==> config.mk <==
export PLATFORM = sky130hd
export DESIGN_NAME = adder_scoreboard
export DESIGN_NICKNAME = d
export VERILOG_FILES = /design/src/rtl/adder_sb_pkg.sv /design/src/rtl/sb_fifo.sv /design/src/rtl/adder_scoreboard.sv
export SDC_FILE = /design/constraint.sdc
export NUM_CORES = 1
export LEC_CHECK = 0
export CAP_MARGIN = 20
export CORE_ASPECT_RATIO = 0.9
export CORE_MARGIN = 2
export CORE_UTILIZATION = 56
export DETAILED_ROUTE_END_ITERATION = 6
export HOLD_SLACK_MARGIN = 0.15
export PLACE_DENSITY = 0.91
export SLEW_MARGIN = 5
export SYNTH_ARGS = -nofsm -noshare
export SYNTH_HDL_FRONTEND = slang
export SYNTH_SLANG_ARGS = --single-unit
export TNS_END_PERCENT = 50
==> constraint.sdc <==
create_clock -name clock -period 4.4 [get_ports clock]
set_input_delay 0.66 -clock clock [delete_from_list [all_inputs] [get_ports clock]]
set_output_delay 0.66 -clock clock [all_outputs]
set_load 0.01 [all_outputs]
==> src/rtl/adder_sb_pkg.sv <==
// Shared types and expected-value model for the adder scoreboard.
package adder_sb_pkg;

   localparam int unsigned SB_WIDTH = 8;
   localparam int unsigned SB_DEPTH = 4;

   typedef struct packed {
      logic [SB_WIDTH-1:0] a;
      logic [SB_WIDTH-1:0] b;
      logic                cin;
   } sb_entry_t;

   typedef struct packed {
      logic                cout;
      logic [SB_WIDTH-1:0] sum;
   } sb_result_t;

   // Full-width sum; the carry-out lands in the extra top bit.
   function automatic sb_result_t sb_expected(input sb_entry_t e);
      return sb_result_t'((SB_WIDTH+1)'(e.a) + (SB_WIDTH+1)'(e.b) + (SB_WIDTH+1)'(e.cin));
   endfunction

endpackage

==> src/rtl/sb_fifo.sv <==
// Synchronous circular FIFO; pointers carry one extra wrap bit to tell full from empty.
module sb_fifo #(
   parameter int unsigned DW    = 17,
   parameter int unsigned DEPTH = 4
) (
   input  logic                   clock,
   input  logic                   reset,
   input  logic                   push,
   input  logic                   pop,
   input  logic [DW-1:0]          wdata,
   output logic [DW-1:0]          rdata,
   output logic [$clog2(DEPTH):0] count,
   output logic                   full,
   output logic                   empty
);

   localparam int unsigned AW = $clog2(DEPTH);

   logic [AW:0]   wptr;
   logic [AW:0]   rptr;
   logic [DW-1:0] mem [DEPTH];
   logic          do_push;
   logic          do_pop;

   assign do_push = push && !full;
   assign do_pop  = pop && !empty;

   always_ff @(posedge clock) begin
      if (reset) begin
         wptr <= '0;
         rptr <= '0;
      end else begin
         if (do_push) wptr <= wptr + (AW+1)'(1);
         if (do_pop)  rptr <= rptr + (AW+1)'(1);
      end
   end

   always_ff @(posedge clock) begin
      if (do_push) mem[wptr[AW-1:0]] <= wdata;
   end

   assign rdata = mem[rptr[AW-1:0]];
   assign count = wptr - rptr;
   assign empty = (wptr == rptr);
   assign full  = (wptr[AW] != rptr[AW]) && (wptr[AW-1:0] == rptr[AW-1:0]);

endmodule

==> src/rtl/adder_scoreboard.sv <==
// Response-side scoreboard for the Adder: queues stimulus, compares results, counts outcomes.
// Optional macro ADDER_SB_FIRST_FAIL_EN adds a capture of the first mismatching transaction.
module adder_scoreboard
   import adder_sb_pkg::*;
#(
   parameter int unsigned WIDTH = SB_WIDTH,
   parameter int unsigned DEPTH = SB_DEPTH,
   parameter int unsigned CNT_W = 16
) (
   input  logic                   clock,
   input  logic                   reset,
   input  logic                   io_stim_valid,
   output logic                   io_stim_ready,
   input  logic [WIDTH-1:0]       io_stim_A,
   input  logic [WIDTH-1:0]       io_stim_B,
   input  logic                   io_stim_Cin,
   input  logic                   io_rsp_valid,
   input  logic [WIDTH-1:0]       io_rsp_Sum,
   input  logic                   io_rsp_Cout,
   output logic [$clog2(DEPTH):0] io_pending,
   output logic [CNT_W-1:0]       io_pass_count,
   output logic [CNT_W-1:0]       io_fail_count,
   output logic                   io_underflow,
   output logic                   io_error
`ifdef ADDER_SB_FIRST_FAIL_EN
  ,output logic                   io_ff_valid,
   output logic [WIDTH-1:0]       io_ff_A,
   output logic [WIDTH-1:0]       io_ff_B,
   output logic                   io_ff_Cin,
   output logic [WIDTH-1:0]       io_ff_Sum,
   output logic                   io_ff_Cout
`endif
);

   localparam logic [CNT_W-1:0] CNT_MAX = {CNT_W{1'b1}};

   sb_entry_t  stim_entry;
   sb_entry_t  head_entry;
   sb_entry_t  stg_entry;
   sb_result_t stg_rsp;
   logic       stg_valid;
   logic       full;
   logic       empty;
   logic       pop;
   logic       mismatch;

   always_comb begin
      stim_entry     = '0;
      stim_entry.a   = SB_WIDTH'(io_stim_A);
      stim_entry.b   = SB_WIDTH'(io_stim_B);
      stim_entry.cin = io_stim_Cin;
   end

   // Pop decision uses pre-push state, so a push never satisfies a same-cycle response.
   assign pop = io_rsp_valid && !empty;

   sb_fifo #(
      .DW    ($bits(sb_entry_t)),
      .DEPTH (DEPTH)
   ) u_fifo (
      .clock (clock),
      .reset (reset),
      .push  (io_stim_valid),
      .pop   (pop),
      .wdata (stim_entry),
      .rdata (head_entry),
      .count (io_pending),
      .full  (full),
      .empty (empty)
   );

   assign io_stim_ready = !full;

   // Compare stage payload; only meaningful while stg_valid is set.
   always_ff @(posedge clock) begin
      if (pop) begin
         stg_entry    <= head_entry;
         stg_rsp.sum  <= SB_WIDTH'(io_rsp_Sum);
         stg_rsp.cout <= io_rsp_Cout;
      end
   end

   assign mismatch = (stg_rsp != sb_expected(stg_entry));

   always_ff @(posedge clock) begin
      if (reset) begin
         stg_valid     <= 1'b0;
         io_pass_count <= '0;
         io_fail_count <= '0;
         io_underflow  <= 1'b0;
      end else begin
         stg_valid <= pop;
         if (io_rsp_valid && empty) io_underflow <= 1'b1;
         if (stg_valid) begin
            if (mismatch) begin
               if (io_fail_count != CNT_MAX) io_fail_count <= io_fail_count + CNT_W'(1);
            end else begin
               if (io_pass_count != CNT_MAX) io_pass_count <= io_pass_count + CNT_W'(1);
            end
         end
      end
   end

   assign io_error = (io_fail_count != '0) || io_underflow;

`ifdef ADDER_SB_FIRST_FAIL_EN
   sb_entry_t  ff_entry;
   sb_result_t ff_rsp;

   // First mismatch after reset is latched and held.
   always_ff @(posedge clock) begin
      if (reset) begin
         io_ff_valid <= 1'b0;
         ff_entry    <= '0;
         ff_rsp      <= '0;
      end else if (stg_valid && mismatch && !io_ff_valid) begin
         io_ff_valid <= 1'b1;
         ff_entry    <= stg_entry;
         ff_rsp      <= stg_rsp;
      end
   end

   assign io_ff_A    = WIDTH'(ff_entry.a);
   assign io_ff_B    = WIDTH'(ff_entry.b);
   assign io_ff_Cin  = ff_entry.cin;
   assign io_ff_Sum  = WIDTH'(ff_rsp.sum);
   assign io_ff_Cout = ff_rsp.cout;
`endif

endmodule

==> run_summary.xml, run 1 <==
<?xml version="1.0" encoding="UTF-8"?>
<metrics>
  <group name="synth">
    <metric name="synth.most_common_cell" unit="">sky130_fd_sc_hd__edfxtp_1</metric>
    <metric name="synth_enable_flop_cells" unit="">94</metric>
    <metric name="synthDistinctLibCells" unit="">60</metric>
    <metric name="most_used_flip_flop_cell_after_synthesis" unit="">sky130_fd_sc_hd__edfxtp_1</metric>
    <metric name="synth.avg_cell_area" unit="um^2">13.52</metric>
    <metric name="netlist_instances" unit="">444</metric>
    <metric name="synth_async_sr_flop_share" unit="%">0</metric>
    <metric name="ys_top_cells_by_area" unit="">sky130_fd_sc_hd__edfxtp_1 47%, sky130_fd_sc_hd__dfxtp_1 13%, sky130_fd_sc_hd__mux4_2 6.4%</metric>
    <metric name="yosys-top-cells-count" unit="">94 x sky130_fd_sc_hd__edfxtp_1, 40 x sky130_fd_sc_hd__dfxtp_1, 37 x sky130_fd_sc_hd__nor2_1</metric>
    <metric name="synth_nets" unit="">494</metric>
    <metric name="number_of_register_bits_inferred_by_synthesis" unit="">134</metric>
    <metric name="synthDominantAreaCellType" unit="">sky130_fd_sc_hd__edfxtp_1</metric>
    <metric name="synthesis.area" unit="um^2">6005</metric>
    <metric name="synth_largest_type_area_fraction" unit="%">47.01</metric>
    <metric name="ys_warns" unit="">0</metric>
    <metric name="ys_seq_area_share" unit="%">60.35</metric>
  </group>
  <group name="global_routing">
    <metric name="grtUsageMet2" unit="%">40.44</metric>
    <metric name="grt_max_degree" unit="">35</metric>
    <metric name="gr_usage_total" unit="%">23.73</metric>
    <metric name="globalRoute.busiestLayer" unit="">met2</metric>
    <metric name="grt_use_met3" unit="%">7.355</metric>
    <metric name="global_route_wire_length_before_repair" unit="um">20610</metric>
    <metric name="gr_ovfl_total" unit="">0</metric>
    <metric name="number_of_antenna_violations_at_the_first_check_in_global_routing" unit="">0</metric>
    <metric name="globalRouteMet1Util" unit="%">28.03</metric>
    <metric name="vias_in_the_first_global_route" unit="">4053</metric>
  </group>
  <group name="detailed_routing">
    <metric name="route.detailed.vias_per_inst" unit="">6.054</metric>
    <metric name="total_detailed_routing_wirelength" unit="um">12810</metric>
    <metric name="routedWlPerCell" unit="um">19.37</metric>
    <metric name="antenna_violating_nets_post_route" unit="">0</metric>
    <metric name="drtIter0Drc" unit="">354</metric>
    <metric name="drt_pass1_iterations" unit="">7</metric>
    <metric name="drcViolationCount" unit="">4</metric>
    <metric name="count_of_vias_placed_by_the_detailed_router" unit="">4002</metric>
  </group>
  <group name="sta">
    <metric name="setup-violations-final" unit="">0</metric>
    <metric name="grt_setup_unrepaired" unit="">false</metric>
    <metric name="slew_headroom" unit="%">37.49</metric>
    <metric name="timing.final.max_slew_violations" unit="">0</metric>
    <metric name="final_period_minus_worst_setup_slack" unit="ns">3.250</metric>
    <metric name="worstMarginPinSlew" unit="ns">0.9377</metric>
    <metric name="clock.fmax" unit="MHz">307.7</metric>
    <metric name="layout_worst_path_cycle_share" unit="%">73.87</metric>
    <metric name="clock-skew-final" unit="ns">0.01071</metric>
    <metric name="finalWorstSetupSlack" unit="ns">1.150</metric>
    <metric name="hold_viol_final" unit="">0</metric>
    <metric name="timing.setup.tns" unit="ns">0</metric>
  </group>
  <group name="worst_hold_path">
    <metric name="hold_path_start" unit="">io_fail_count[9]$_SDFFE_PP0P_</metric>
    <metric name="timing.hold.worst_endpoint" unit="">io_fail_count[9]$_SDFFE_PP0P_</metric>
    <metric name="hold_class" unit="">reg2reg</metric>
    <metric name="whs_path_depth" unit="">2</metric>
  </group>
  <group name="place">
    <metric name="placement.setup.worst_slack" unit="ns">1.219</metric>
    <metric name="dpl-instance-area" unit="um^2">6792</metric>
    <metric name="place_hpwl" unit="um">7967</metric>
    <metric name="portBuffers" unit="">67</metric>
    <metric name="gp_routability_congestion" unit="">0.8224</metric>
  </group>
  <group name="power_and_ir_drop">
    <metric name="worst_case_vdd_ir_drop" unit="V">0.0004237</metric>
    <metric name="power.switching_fraction" unit="%">26.92</metric>
    <metric name="power.share.combinational" unit="%">19.6</metric>
    <metric name="cell_internal_pwr" unit="mW">2.543</metric>
    <metric name="power.density_cell_area" unit="nW/um^2">474.6</metric>
    <metric name="power_leakage" unit="nW">2.534</metric>
    <metric name="clockPowerShare" unit="%">37.1</metric>
    <metric name="p_seq_share" unit="%">43.3</metric>
    <metric name="power_switching" unit="mW">0.9366</metric>
  </group>
  <group name="critical_path">
    <metric name="r2r-end" unit="">io_pass_count[8]$_SDFFE_PP0P_</metric>
    <metric name="worst-setup-path-type" unit="">reg2reg</metric>
    <metric name="cp.required" unit="ns">4.69</metric>
    <metric name="critPathCaptureType" unit="">flip-flop</metric>
    <metric name="reg2reg_from" unit="">stg_entry[0]$_DFFE_PP_</metric>
    <metric name="critPathMaxFanout" unit="">20</metric>
    <metric name="critical_path_source_type" unit="">flip-flop</metric>
    <metric name="arrival" unit="ns">3.54</metric>
    <metric name="r2r_slack" unit="ns">1.15</metric>
    <metric name="ff2ff_path_depth" unit="">12</metric>
  </group>
  <group name="cts">
    <metric name="number_of_buffers_on_the_longest_clock_path" unit="">2</metric>
    <metric name="clock-root-buffer" unit="">sky130_fd_sc_hd__clkbuf_16</metric>
    <metric name="cts_hold_buf" unit="">0</metric>
    <metric name="post-cts-setup-buffer-count" unit="">0</metric>
    <metric name="cts_resized" unit="">0</metric>
    <metric name="cts_made_buffers" unit="">17</metric>
    <metric name="number_of_clock_sinks" unit="">134</metric>
    <metric name="clk_transition_reported_paths" unit="ns">0.06</metric>
    <metric name="ctsHtreeMaxLevel" unit="">4</metric>
    <metric name="clock_tree_from_tritoncts" unit="">done</metric>
    <metric name="worst_skew_pair.late_latency" unit="ns">0.42</metric>
  </group>
  <group name="floorplan">
    <metric name="core_area" unit="um^2">10330</metric>
    <metric name="row_count" unit="">35</metric>
    <metric name="starting_density_of_the_core" unit="%">58.10</metric>
    <metric name="die_height" unit="um">102.2</metric>
    <metric name="die_area" unit="um^2">11570</metric>
    <metric name="dieWidth" unit="um">113.2</metric>
    <metric name="design.portCount" unit="">68</metric>
  </group>
  <group name="run">
    <metric name="max_cap_viol_count" unit="">0</metric>
  </group>
  <group name="outcome">
    <metric name="outcome" unit="">finished with violations</metric>
    <metric name="failed_checks" unit="">DRC</metric>
  </group>
  <group name="cells_and_area">
    <metric name="final_layout_size_suffix_gt1_share" unit="%">13.72</metric>
    <metric name="post-route-cell-area" unit="um^2">7331</metric>
    <metric name="total_inserted_antenna_cells" unit="">0</metric>
    <metric name="post_route_core_utilization" unit="%">70.93</metric>
    <metric name="area_growth_syn_to_layout" unit="%">22.09</metric>
    <metric name="finalNetCount" unit="">569</metric>
  </group>
</metrics>
[power by group through the flow]
| stage | Sequential [mW] | Clock, mW | Combinational [mW] |
|---|---|---|---|
| after floorplan | 1.52 | 0 | 0.496 |
| after detailed placement | 1.53 | 0 | 0.665 |
| final | 1.51 | 1.29 | 0.681 |
| after global placement | 1.52 | 0 | 0.639 |
| after global routing | 1.52 | 1.36 | 0.744 |
| after CTS | 1.51 | 1.31 | 0.682 |
[area by class of cell]
cell class	instances	area, um^2
Timing Repair Buffer	74	723.2
Inverter	20	75.07
Fill cell	636	3004
Clock buffer	18	429.2
Tap cell	129	161.4
Clock inverter	14	110.1
Sequential cell	134	3623
Multi-Input combinational cell	272	2208
[how the worst max path moves through the flow]
stage	from	endpoint	slack, ns
3_3_place_gp	stg_entry[0]$_DFFE_PP_	io_pass_count[9]$_SDFFE_PP0P_	1.33
2_1_floorplan	u_fifo.rptr[1]$_SDFFE_PP0P_	u_fifo.rptr[2]$_SDFFE_PP0P_	1.39
3_5_place_dp	stg_entry[1]$_DFFE_PP_	io_pass_count[8]$_SDFFE_PP0P_	1.22
6_report	stg_entry[0]$_DFFE_PP_	io_pass_count[8]$_SDFFE_PP0P_	1.15
4_1_cts	stg_entry[0]$_DFFE_PP_	io_pass_count[8]$_SDFFE_PP0P_	1.16
5_1_grt	stg_entry[1]$_DFFE_PP_	io_pass_count[8]$_SDFFE_PP0P_	0.97
[worst max-delay path, cell delays in order, from the launching register on]
cell and delay [ns]:
sky130_fd_sc_hd__edfxtp_1 0.40, sky130_fd_sc_hd__inv_1 0.09, sky130_fd_sc_hd__fa_1 0.18, sky130_fd_sc_hd__inv_1 0.05, sky130_fd_sc_hd__fa_1 0.41, sky130_fd_sc_hd__a21o_1 0.23
sky130_fd_sc_hd__a2111o_1 0.39, sky130_fd_sc_hd__o211ai_2 0.09, sky130_fd_sc_hd__nand4_2 0.17, sky130_fd_sc_hd__nor4_2 0.28, sky130_fd_sc_hd__buf_4 0.30, sky130_fd_sc_hd__nand4_1 0.17
sky130_fd_sc_hd__mux2_1 0.36
[cells by family (layout without fill, tap and decap cells)]
family                     count (synthesis)  in the layout  synth area share [%]
AOI/OAI and AO/OA                         67             67                 7.981
xor gates and xnor gates                  17             17                 2.480
adders and majority gates                 20             20                 4.543
buffers and inverters                     38            126                 2.917
DFF                                      134            134                 60.35
muxes                                     30             30                 8.856
and+or+nand+nor                          138            138                 12.88
[through the flow]
step | std cells | hold WS [ns] | total power [mW]
3_3_place_gp | 629 | 0.4848 | 2.162
4_1_cts | 661 | 0.5166 | 3.497
3_5_place_dp | 629 | 0.5073 | 2.195
6_report | 661 | 0.5188 | 3.479
2_1_floorplan | 444 | 0.4993 | 2.015
5_1_grt | 661 | 0.5503 | 3.623
[routing by layer]
metal	share of wire [%]	up-vias	wire, um
li1	-	1850	-
met1	40	1998	5166
met2	52	127	6698
met3	5.1	27	658
met4	2.2	0	283
met5	0	-	0
[cell usage in the layout (no fill, tap or decap), drive strengths merged, types with 10 or more instances in the layout]
cell type / Yosys / final
nand2: 11 / 11
xnor2: 11 / 11
clkbuf: 9 / 18
ha: 17 / 17
nor2b: 10 / 10
dfxtp: 40 / 40
inv: 20 / 22
and3: 14 / 14
clkdlybuf4s50: 0 / 67
nand4: 11 / 11
edfxtp: 94 / 94
or4: 10 / 10
nor2: 38 / 38
mux4: 17 / 17
a21oi: 26 / 26
nand3: 21 / 21
o31ai: 12 / 12
[registers in the layout, summed over array words and instances, names as in the netlist, 3 cells and up]
signal	count
u_fifo.mem	68
stg_entry	17
io_fail_count	16
io_pass_count	16
stg_rsp	9
u_fifo.rptr	3
u_fifo.wptr	3
Note: power is estimated with default switching activity, not from simulation.
==> inputs of run 2 (changes only) <==
clock period = 3.1 ns   (was 4.4 ns; I/O delays follow)
==> run 2 against run 1 <==
  * Global-route usage up 0.73 points
  * First-iteration DRC count up 11%
  * Clock-buffer cell count unchanged
  * The flow still finishes with violations (DRC)
  * Maximum frequency up 7.8%
  * Clock skew up 0.0083 ns
  * Largest power group unchanged
  * Critical path type unchanged
  * Final area up 1.6%
  * Sequential share of layout area down 0.77 points
  * Utilization up 1.1 points
  * Sequential power up 42%
  * Hold slack better by 0.0021 ns
  * Setup slack worse by 1.1 ns
  * Register-to-register slack worse by 1.1 ns
==> run_summary.xml, run 2 (synthesis gave the netlist of run 1 again) <==
<?xml version="1.0" encoding="UTF-8"?>
<metrics>
  <group name="sta">
    <metric name="worstMarginPinSlew" unit="ns">0.8954</metric>
    <metric name="timing.final.max_slew_violations" unit="">0</metric>
    <metric name="clock-skew-final" unit="ns">0.01906</metric>
    <metric name="worst_hold_slack_after_final_layout" unit="ns">0.5209</metric>
    <metric name="layout_worst_path_cycle_share" unit="%">97.23</metric>
    <metric name="final_period_minus_worst_setup_slack" unit="ns">3.014</metric>
    <metric name="slew_headroom" unit="%">40.31</metric>
    <metric name="grt_setup_unrepaired" unit="">true</metric>
    <metric name="clock.fmax" unit="MHz">331.8</metric>
    <metric name="finalWorstSetupSlack" unit="ns">0.08585</metric>
    <metric name="timing.setup.tns" unit="ns">0</metric>
    <metric name="hold_viol_final" unit="">0</metric>
    <metric name="setup-violations-final" unit="">0</metric>
  </group>
  <group name="power_and_ir_drop">
    <metric name="power_switching" unit="mW">1.414</metric>
    <metric name="power.share.combinational" unit="%">20.2</metric>
    <metric name="power_after_layout" unit="mW">5.067</metric>
    <metric name="cell_internal_pwr" unit="mW">3.653</metric>
    <metric name="power_leakage" unit="nW">2.586</metric>
    <metric name="worst_case_vdd_ir_drop" unit="V">0.0004963</metric>
    <metric name="p_seq_share" unit="%">42.3</metric>
    <metric name="power.switching_fraction" unit="%">27.91</metric>
    <metric name="clockPowerShare" unit="%">37.5</metric>
    <metric name="power.density_cell_area" unit="nW/um^2">680.5</metric>
  </group>
  <group name="cells_and_area">
    <metric name="post_layout_instance_count_excluding_filler_cells" unit="">668</metric>
    <metric name="total_inserted_antenna_cells" unit="">0</metric>
    <metric name="area_growth_syn_to_layout" unit="%">24.03</metric>
    <metric name="layout_common_cells" unit="">94 x sky130_fd_sc_hd__edfxtp_1, 67 x sky130_fd_sc_hd__clkdlybuf4s50_1, 40 x sky130_fd_sc_hd__dfxtp_1</metric>
    <metric name="layout_commonest_cell" unit="">sky130_fd_sc_hd__edfxtp_1</metric>
    <metric name="final_layout_size_suffix_gt1_share" unit="%">15.77</metric>
    <metric name="post_route_core_utilization" unit="%">72.06</metric>
    <metric name="number_of_flip_flops_in_the_largest_register" unit="">68</metric>
    <metric name="post-route-cell-area" unit="um^2">7447</metric>
    <metric name="finalNetCount" unit="">576</metric>
    <metric name="num-fill-cells" unit="">643</metric>
  </group>
  <group name="global_routing">
    <metric name="global_route_wire_length_before_repair" unit="um">21130</metric>
    <metric name="vias_in_the_first_global_route" unit="">4039</metric>
    <metric name="grt_max_degree" unit="">54</metric>
    <metric name="number_of_antenna_violations_at_the_first_check_in_global_routing" unit="">0</metric>
    <metric name="gr_ovfl_total" unit="">0</metric>
    <metric name="gr_usage_total" unit="%">24.46</metric>
  </group>
  <group name="detailed_routing">
    <metric name="routedWlPerCell" unit="um">20.17</metric>
    <metric name="drtIter0Drc" unit="">393</metric>
    <metric name="antenna_violating_nets_post_route" unit="">0</metric>
    <metric name="total_detailed_routing_wirelength" unit="um">13480</metric>
    <metric name="drt_pass1_iterations" unit="">7</metric>
    <metric name="route.detailed.vias_per_inst" unit="">6.160</metric>
    <metric name="count_of_vias_placed_by_the_detailed_router" unit="">4115</metric>
    <metric name="drcViolationCount" unit="">4</metric>
  </group>
  <group name="cts">
    <metric name="cts_hold_buf" unit="">0</metric>
    <metric name="worst_skew_pair.late_latency" unit="ns">0.43</metric>
    <metric name="clk_transition_reported_paths" unit="ns">0.06</metric>
    <metric name="clock-root-buffer" unit="">sky130_fd_sc_hd__clkbuf_16</metric>
    <metric name="clock_tree_from_tritoncts" unit="">done</metric>
    <metric name="number_of_buffers_on_the_longest_clock_path" unit="">2</metric>
    <metric name="ctsHtreeMaxLevel" unit="">4</metric>
    <metric name="number_of_clock_sinks" unit="">134</metric>
    <metric name="cts_made_buffers" unit="">17</metric>
  </group>
  <group name="outcome">
    <metric name="outcome" unit="">finished with violations</metric>
    <metric name="failed_checks" unit="">DRC</metric>
  </group>
  <group name="critical_path">
    <metric name="critical-path-slowest-cell" unit="">sky130_fd_sc_hd__fa_2</metric>
    <metric name="reg2reg_from" unit="">stg_entry[0]$_DFFE_PP_</metric>
    <metric name="path_buf_inv" unit="">4</metric>
    <metric name="r2r-end" unit="">io_pass_count[3]$_SDFFE_PP0P_</metric>
    <metric name="critical_path_cell_count" unit="">12</metric>
    <metric name="critPathMaxFanout" unit="">10</metric>
    <metric name="cp_slowest_stage_delay" unit="ns">0.43</metric>
    <metric name="arrival" unit="ns">3.33</metric>
    <metric name="r2r_slack" unit="ns">0.09</metric>
    <metric name="critPathCaptureType" unit="">flip-flop</metric>
    <metric name="cp.required" unit="ns">3.42</metric>
    <metric name="path_delay_family" unit="">adder cells</metric>
    <metric name="sequence_of_cells_on_the_critical_path" unit="">inv_1, fa_1, inv_1, fa_2, xor2_1, nor2_1, o221ai_2, nor4_2, buf_4, buf_4, a311oi_1, a41o_1</metric>
    <metric name="critical_path_source_type" unit="">flip-flop</metric>
    <metric name="critical_path.startpoint" unit="">stg_entry[0]$_DFFE_PP_</metric>
    <metric name="worst-setup-path-type" unit="">reg2reg</metric>
    <metric name="ff2ff_path_depth" unit="">12</metric>
    <metric name="timing.critical_path.to" unit="">io_pass_count[3]$_SDFFE_PP0P_</metric>
  </group>
  <group name="floorplan">
    <metric name="core_area" unit="um^2">10330</metric>
    <metric name="design.portCount" unit="">68</metric>
    <metric name="die_area" unit="um^2">11570</metric>
    <metric name="dieWidth" unit="um">113.2</metric>
    <metric name="row_count" unit="">35</metric>
    <metric name="die_height" unit="um">102.2</metric>
    <metric name="starting_density_of_the_core" unit="%">58.10</metric>
  </group>
  <group name="place">
    <metric name="dp_cells" unit="">634</metric>
    <metric name="gp_routability_congestion" unit="">0.8254</metric>
    <metric name="placement.setup.worst_slack" unit="ns">-0.02646</metric>
    <metric name="portBuffers" unit="">67</metric>
    <metric name="place_hpwl" unit="um">8291</metric>
    <metric name="dpl-instance-area" unit="um^2">6842</metric>
  </group>
  <group name="run">
    <metric name="max_cap_viol_count" unit="">0</metric>
  </group>
  <group name="worst_hold_path">
    <metric name="hold_path_start" unit="">io_fail_count[14]$_SDFFE_PP0P_</metric>
    <metric name="hold_class" unit="">reg2reg</metric>
  </group>
</metrics>
==> run 2: cell types whose count changed in the layout (fill, tap and decap cells not counted), moves of 2 or more <==
cell / delta
sky130_fd_sc_hd__clkinvlp_4: +2
sky130_fd_sc_hd__buf_4: +6
sky130_fd_sc_hd__clkinv_2: -3
sky130_fd_sc_hd__inv_6: +2
==> run 2: tightest hold or removal path, delay by kind of cell, from the launching register on <==
kind / cells / cell delay, ns
flops: 1 / 0.34
compound gates: 2 / 0.13
==> run 2: power by group through the flow <==
stage	combinational (mW)	clock (mW)	sequential (mW)
global route	1.10	2.00	2.15
detailed placement	0.950	0	2.17
floorplan	0.704	0	2.16
CTS	0.971	1.93	2.14
global placement	0.909	0	2.16
finish	1.02	1.90	2.14
==> run 2: worst min-delay path by stage <==
stage	end	slack, ns	cells after the start
after floorplan	u_fifo.rptr[2]$_SDFFE_PP0P_	0.50	2
after global placement	io_fail_count[9]$_SDFFE_PP0P_	0.48	2
after detailed placement	io_fail_count[14]$_SDFFE_PP0P_	0.50	2
after CTS	io_fail_count[14]$_SDFFE_PP0P_	0.52	2
after global routing	io_fail_count[14]$_SDFFE_PP0P_	0.55	2
final	io_fail_count[14]$_SDFFE_PP0P_	0.52	2
==> run 2: what timing repair did <==
item | CTS | global route
pin swaps | 1 | 3
gates resized for setup | 0 | 6
setup endpoints to repair | 3 | 11
buffers inserted | 1 | 1
==> run 2: layer usage <==
layer / track usage [%] / vias up / routed length (um)
met5: 0 / - / 0
met4: 8.537 / 0 / 259
met3: 5.931 / 22 / 751
met2: 43.39 / 163 / 7193
met1: 29.69 / 2070 / 5271
li1: - / 1860 / -
==> run 2: layout make-up <==
class                      instances  area [um^2]  share of cell area [%]
inverter                          20        75.07                   1.008
clock inverter                    14        126.4                   1.697
timing repair buffer              81        788.3                   10.58
tap                              129        161.4                   2.167
clock buffer                      18        429.2                   5.763
multi-input combinational        272         2243                   30.12
sequential                       134         3623                   48.66
